### src/rtl/alu_share_arbiter.sv
// Round-robin arbiter that shares one external combinational 8-bit ALU between
// two valid/ready requesters and returns tagged results on one response channel.
module alu_share_arbiter #(
    parameter int DATA_W = 8,
    parameter int OP_W   = 3
) (
    input  logic              clk,
    input  logic              rst_n,
    input  logic              req0_valid,
    output logic              req0_ready,
    input  logic [DATA_W-1:0] req0_a,
    input  logic [DATA_W-1:0] req0_b,
    input  logic [OP_W-1:0]   req0_op,
    input  logic              req1_valid,
    output logic              req1_ready,
    input  logic [DATA_W-1:0] req1_a,
    input  logic [DATA_W-1:0] req1_b,
    input  logic [OP_W-1:0]   req1_op,
    output logic              resp_valid,
    input  logic              resp_ready,
    output logic              resp_id,
    output logic [DATA_W-1:0] resp_data,
    output logic [DATA_W-1:0] alu_a,
    output logic [DATA_W-1:0] alu_b,
    output logic [OP_W-1:0]   alu_op,
    input  logic [DATA_W-1:0] alu_result,
    output logic              busy
);

    typedef enum logic [1:0] {
        IDLE = 2'd0,
        EXEC = 2'd1,
        RESP = 2'd2
    } state_t;

    state_t            state_r;
    logic              last_grant_r;
    logic              id_r;
    logic              resp_valid_r;
    logic              resp_id_r;
    logic [DATA_W-1:0] resp_data_r;
    logic [DATA_W-1:0] alu_a_r;
    logic [DATA_W-1:0] alu_b_r;
    logic [OP_W-1:0]   alu_op_r;
    logic              busy_r;
    logic              grant0_s;
    logic              grant1_s;

    // Round-robin grant: on a tie the requester that did not win last time goes.
    always_comb begin
        grant0_s = 1'b0;
        grant1_s = 1'b0;
        if (state_r == IDLE) begin
            if (req0_valid && req1_valid) begin
                if (last_grant_r) begin
                    grant0_s = 1'b1;
                end else begin
                    grant1_s = 1'b1;
                end
            end else if (req0_valid) begin
                grant0_s = 1'b1;
            end else if (req1_valid) begin
                grant1_s = 1'b1;
            end else begin
                grant0_s = 1'b0;
                grant1_s = 1'b0;
            end
        end else begin
            grant0_s = 1'b0;
            grant1_s = 1'b0;
        end
    end

    // Gating with rst_n keeps both readies low while reset is held.
    assign req0_ready = grant0_s & rst_n;
    assign req1_ready = grant1_s & rst_n;

    // Transaction FSM: capture winner, sample ALU one cycle later, hold until consumed.
    always_ff @(posedge clk or negedge rst_n) begin
        if (!rst_n) begin
            state_r      <= IDLE;
            last_grant_r <= 1'b1;
            id_r         <= 1'b0;
            resp_valid_r <= 1'b0;
            resp_id_r    <= 1'b0;
            resp_data_r  <= {DATA_W{1'b0}};
            alu_a_r      <= {DATA_W{1'b0}};
            alu_b_r      <= {DATA_W{1'b0}};
            alu_op_r     <= {OP_W{1'b0}};
            busy_r       <= 1'b0;
        end else begin
            case (state_r)
                IDLE: begin
                    if (grant0_s || grant1_s) begin
                        alu_a_r      <= grant1_s ? req1_a  : req0_a;
                        alu_b_r      <= grant1_s ? req1_b  : req0_b;
                        alu_op_r     <= grant1_s ? req1_op : req0_op;
                        id_r         <= grant1_s;
                        last_grant_r <= grant1_s;
                        busy_r       <= 1'b1;
                        state_r      <= EXEC;
                    end
                end
                EXEC: begin
                    resp_data_r  <= alu_result;
                    resp_id_r    <= id_r;
                    resp_valid_r <= 1'b1;
                    state_r      <= RESP;
                end
                RESP: begin
                    if (resp_ready) begin
                        resp_valid_r <= 1'b0;
                        busy_r       <= 1'b0;
                        state_r      <= IDLE;
                    end
                end
                default: begin
                    resp_valid_r <= 1'b0;
                    busy_r       <= 1'b0;
                    state_r      <= IDLE;
                end
            endcase
        end
    end

    assign resp_valid = resp_valid_r;
    assign resp_id    = resp_id_r;
    assign resp_data  = resp_data_r;
    assign alu_a      = alu_a_r;
    assign alu_b      = alu_b_r;
    assign alu_op     = alu_op_r;
    assign busy       = busy_r;

endmodule

### config.mk
export PLATFORM = sky130hd
export DESIGN_NAME = alu_share_arbiter
export DESIGN_NICKNAME = d
export VERILOG_FILES = /design/src/rtl/alu_share_arbiter.sv
export SDC_FILE = /design/constraint.sdc
export NUM_CORES = 1
export LEC_CHECK = 0
export ABC_AREA = 1
export CELL_PAD_IN_SITES_DETAIL_PLACEMENT = 0
export CELL_PAD_IN_SITES_GLOBAL_PLACEMENT = 1
export CORE_UTILIZATION = 28
export DETAILED_ROUTE_END_ITERATION = 12
export PLACE_DENSITY = 0.82
export SYNTH_ARGS = -nofsm -noshare
export SYNTH_HDL_FRONTEND = slang
export SYNTH_SLANG_ARGS = --single-unit
### constraint.sdc
create_clock -name clk -period 1.46 [get_ports clk]
set_clock_uncertainty 0.2 [all_clocks]
set_input_delay 0.219 -clock clk [delete_from_list [all_inputs] [get_ports clk]]
set_output_delay 0.219 -clock clk [all_outputs]
set_load 0.02 [all_outputs]
# Word level (Yosys, flattened, before mapping)
# Index checks and enable logic that the tools add are counted.
[classes] mux=19 reduce_logical=7 bitwise_logic=4 n_eq_ne=4
[ops] cell="$mux 8" count=2
[ops] cell="$mux 1" count=11
[ops] cell="$pmux 1 s3" count=2
[ops] cell="$pmux 2 s3" count=1
[ops] cell="$reduce_and 2->1" count=3
[ops] cell="$mux 2" count=2
[ops] cell="$mux 3" count=1
[ops] cell="$reduce_and 3->1" count=1
[ops] cell="$and 1x1->1" count=2
[ops] cell="$eq 2x1->1 const B" count=1
[ops] cell="$eq 2x2->1 const B" count=1
[ops] cell="$logic_not 2->1" count=1
[ops] cell="$ne 2x1->1 const B" count=1
[ops] cell="$ne 2x2->1 const B" count=1
[ops] cell="$not 1->1" count=2
[ops] cell="$logic_and 1x1->1" count=1
[ops] cell="$logic_or 1x1->1" count=1
[totals] register_bits=34 input_bits=51

# Depth between registers and ports, before layout
[depth] word_depth=7 ltp_mapped=6 mapped_depth_nobuf=5

# Worst setup path after synthesis
# OpenSTA, ideal clock, no wires.
[synth_path] path_kind="reg2out" from="register state_r[0]" to="output req0_ready" path_stages_with_launch=5 path_buffers=1 setup_slack_ps=-147 required_ps=1041 arrival_time_ps=1188 cell_sequence="dfrtp_1 buf_4 inv_1 nand2_1 nor3_1"
[synth_via] elab_chain_cells=3
[synth_rtl] element="start: declaration" line_no="36" text="state_t state_r;"
[synth_rtl] element="start signal: assignment" line_no="81" text="state_r <= IDLE;"
[synth_rtl] element="start signal: assignment" line_no="101" text="state_r <= EXEC;"
[synth_rtl] element="start signal: assignment" line_no="108" text="state_r <= RESP;"
[synth_rtl] element="$logic_not 2->1" line_no="53" text="if (state_r == IDLE) begin"
[synth_rtl] element="$mux 1" line_no="53"
[synth_rtl] element="$and 1x1->1" line_no="75" text="assign req0_ready = grant0_s & rst_n;"
[synth_rtl] element="end: declaration" line_no="10" text="output logic req0_ready,"
# Every way passes these cells.

# Final worst setup path
[layout_path] from="register last_grant_r" to="output req0_ready"
[layout_via] elab_chain_cells=4
[layout_rtl] element="start: declaration" line_no="37" text="logic last_grant_r;"
[layout_rtl] element="start signal: assignment" line_no="99" text="last_grant_r <= grant1_s;"
[layout_rtl] element="$mux 1" line_no="55" text="if (last_grant_r) begin"
[layout_rtl] element="$mux 1" line_no="54" text="if (req0_valid && req1_valid) begin"
[layout_rtl] element="$mux 1" line_no="53"
[layout_rtl] element="$and 1x1->1" line_no="75"
# Every way passes these cells.

==> impl_metrics.yaml <==
status:
  status: "finished, violations left"
  violations: "setup timing"
timing:
  relSlewSlack_pct: 76.3
  worst_pin_slew_ns: 0.355
  fin_crit_sh_pct: 112
  min_period_ns: 1.63
  slew_violations: 0
  setup_viol: 23
  fmax_ghz: 0.612
  layout_setup_ws_ns: -0.175
  hold_viol_final: 0
  grt_setup_unrepaired: "yes"
worst_setup_path:
  cp.arrival_ns: 1.22
  end_kind: "output port"
  worstReg2RegStart: "state_r[0]"
  criticalPathCategory: "reg2out"
  required_ns: 1.04
  cp-startpoint: "last_grant_r"
  crit_fanout: 3
  critPathLaunchType: "flip-flop"
global_routing:
  overflow: 0
  grt-busiest-layer: "met2"
  grt_pass1_vias: 1849
  grt_use_met2_pct: 30.8
  grt_max_degree: 29
  antenna_found_initial: 1
  grt_pass1_wl_mm: 8.73
  grtUsageTotal_pct: 17.4
  use_met1_pct: 21.0
  use_met3_pct: 3.56
synthesis:
  syn-instance-count: 235
  ys_ff_latch: 34
  ys_warn_count: 0
  synth.distinct_cells: 20
  yosysSeqAreaShare_pct: 47.6
  syn_area_um2: 1790
  synth_nets: 286
  syn_avg_cell_area_um2: 7.62
placement:
  io_buffers: 82
  place_hpwl_mm: 3.45
  place_area_um2: 2690
  gp_congestion: 0.741
cts:
  cts_sinks: 34
  clkTransAtPathRegs_ns: 0.07
  ctsLongestPathBuffers: 2
  clock_latency_ns: 0.28
  cts_tree: "done"
  cts_buffers: 5
  clockRootBuffer: "clkbuf_8"
  h-tree-depth: 2
die:
  core_area_um2: 6060
  die-area_um2: 6720
  top_level_ports: 83
  die_h_um: 82.0
  start_util_pct: 29.5
  num_rows: 28
  dieWidth_um: 82.0
worst_hold_path:
  min_from: "resp_data[3]"
  hold_path.class: "reg2reg"
drt:
  dr.pass1.iters: 4
  drc: 0
  final_antenna_net_count: 0
  wl_per_cell_um: 13.5
  vias: 1878
  drt_iter0_drc: 73
  wirelength_mm: 5.64
  drt-vias-per-instance: 4.50
finish:
  drive_gt1_share_pct: 24.0
  area_growth_pct: 75.7
  n_fill_cell: 607
  final_util_pct: 51.9
  final_nets: 391
  final_cell_mix: "nand2_1, clkdlybuf4s50_1, inv_1, dfrtp_1, dlygate4sd2_1"
  fin_area_um2: 3150
  layout_commonest_cell: "nand2_1"
pwr:
  ir_drop_uv: 809
  power_mw: 6.14
  p_per_area_nw_per_um2: 1950
  leakage_nw: 1.68
job:
  cap_violations: 0
## synth_stat cells
| cell type | count | area (um2) |
|---|---|---|
| o21ai_0 | 4 | 20.0 |
| clkbuf_8 | 2 | 27.5 |
| inv_1 | 47 | 176 |
| o21ai_2 | 1 | 8.76 |
| nor3_1 | 1 | 5.00 |
| buf_6 | 2 | 22.5 |
| nand3_2 | 1 | 10.0 |
| dfstp_2 | 1 | 26.3 |
| nor2_1 | 1 | 3.75 |
| nand2_1 | 80 | 300 |
| buf_12 | 1 | 20.0 |
| inv_2 | 1 | 3.75 |
| nand4_1 | 19 | 119 |
| buf_4 | 3 | 22.5 |
| nand3_1 | 28 | 140 |
| dfrtp_1 | 33 | 826 |
| o21bai_1 | 1 | 7.51 |
| a21oi_1 | 1 | 5.00 |
| buf_2 | 7 | 35.0 |
| nor2_4 | 1 | 11.3 |
## kinds of logic after synthesis
family / synth area share [%]
and+or+nand+nor: 32.9
buffers and inverters: 17.2
DFF: 47.6
AOI/OAI and AO/OA: 2.31
## timing repair
action,in CTS,in global routing
setup endpoints to repair,55,34
pin swaps,14,30
setup buffers,5,7
endpoints found under the hold margin,34,0
gates cloned,4,1
hold buffers,2,0
gates resized for setup,76,40
## per-layer routing
layer | up-vias | part of all wire [%]
met3 | 7 | 4.1
li1 | 935 | -
met2 | 48 | 53
met5 | - | 0
met4 | 0 | 1.0
met1 | 888 | 42
## critical path, cell delays in order, from the launching register on
cell	delay [ns]
dfstp_2	0.56
o21ai_1	0.09
nor3_2	0.12
buf_4	0.16
## final timing paths
| path | endpoint | slack, ns | cells past startpoint |
|---|---|---|---|
| worst max-delay path | req0_ready | -0.17 | 3 |
| worst min-delay path | resp_data[3] | 0.27 | 2 |
| worst max register to register | alu_a[7] | -0.08 | 8 |
| worst min register to register | resp_data[3] | 0.27 | 2 |
| max in group asynchronous | alu_a[0] | 0.42 | 3 |
| min in group asynchronous | alu_a[4] | 0.34 | 4 |
## power breakdown
part	total (mW)	leakage, nW	switching (mW)	internal, mW
clock network	0.718	0.0482	0.338	0.380
logic	3.71	1.22	2.08	1.63
registers	1.71	0.412	0.281	1.43
total	6.14	1.68	2.70	3.44
## metrics by stage
step	TNS (ns)	instances	hold WS (ns)	setup slack [ns]
after global routing	-2.84	417	0.286	-0.223
after detailed placement	-7.53	391	0.0918	-0.596
after CTS	-1.16	410	0.271	-0.186
after floorplan	0	235	-0.277	0.00838
after global placement	-6.23	391	0.0973	-0.593
final	-1.43	417	0.265	-0.175
## layout make-up
| cell class | count | area [um2] | area share (%) |
|---|---|---|---|
| Clock buffer | 7 | 86.3 | 2.74 |
| Timing Repair inverter | 2 | 25.0 | 0.796 |
| Multi-Input combinational cell | 138 | 791 | 25.1 |
| Sequential cell | 34 | 852 | 27.1 |
| Inverter | 48 | 188 | 5.97 |
| Timing Repair Buffer | 111 | 1100 | 35.0 |
| Tap cell | 75 | 93.8 | 2.98 |
| Clock inverter | 1 | 5.00 | 0.159 |
| Antenna cell | 1 | 2.50 | 0.0796 |
## registers in the layout (all words and copies together) (netlist names)
| name | cells |
|---|---|
| alu_a | 8 |
| alu_b | 8 |
| resp_data | 8 |
| alu_op | 3 |
| state_r | 2 |
| busy | 1 |
| id_r | 1 |
| last_grant_r | 1 |
| resp_id | 1 |
| resp_valid | 1 |
Power figures use the tool's default switching activity.
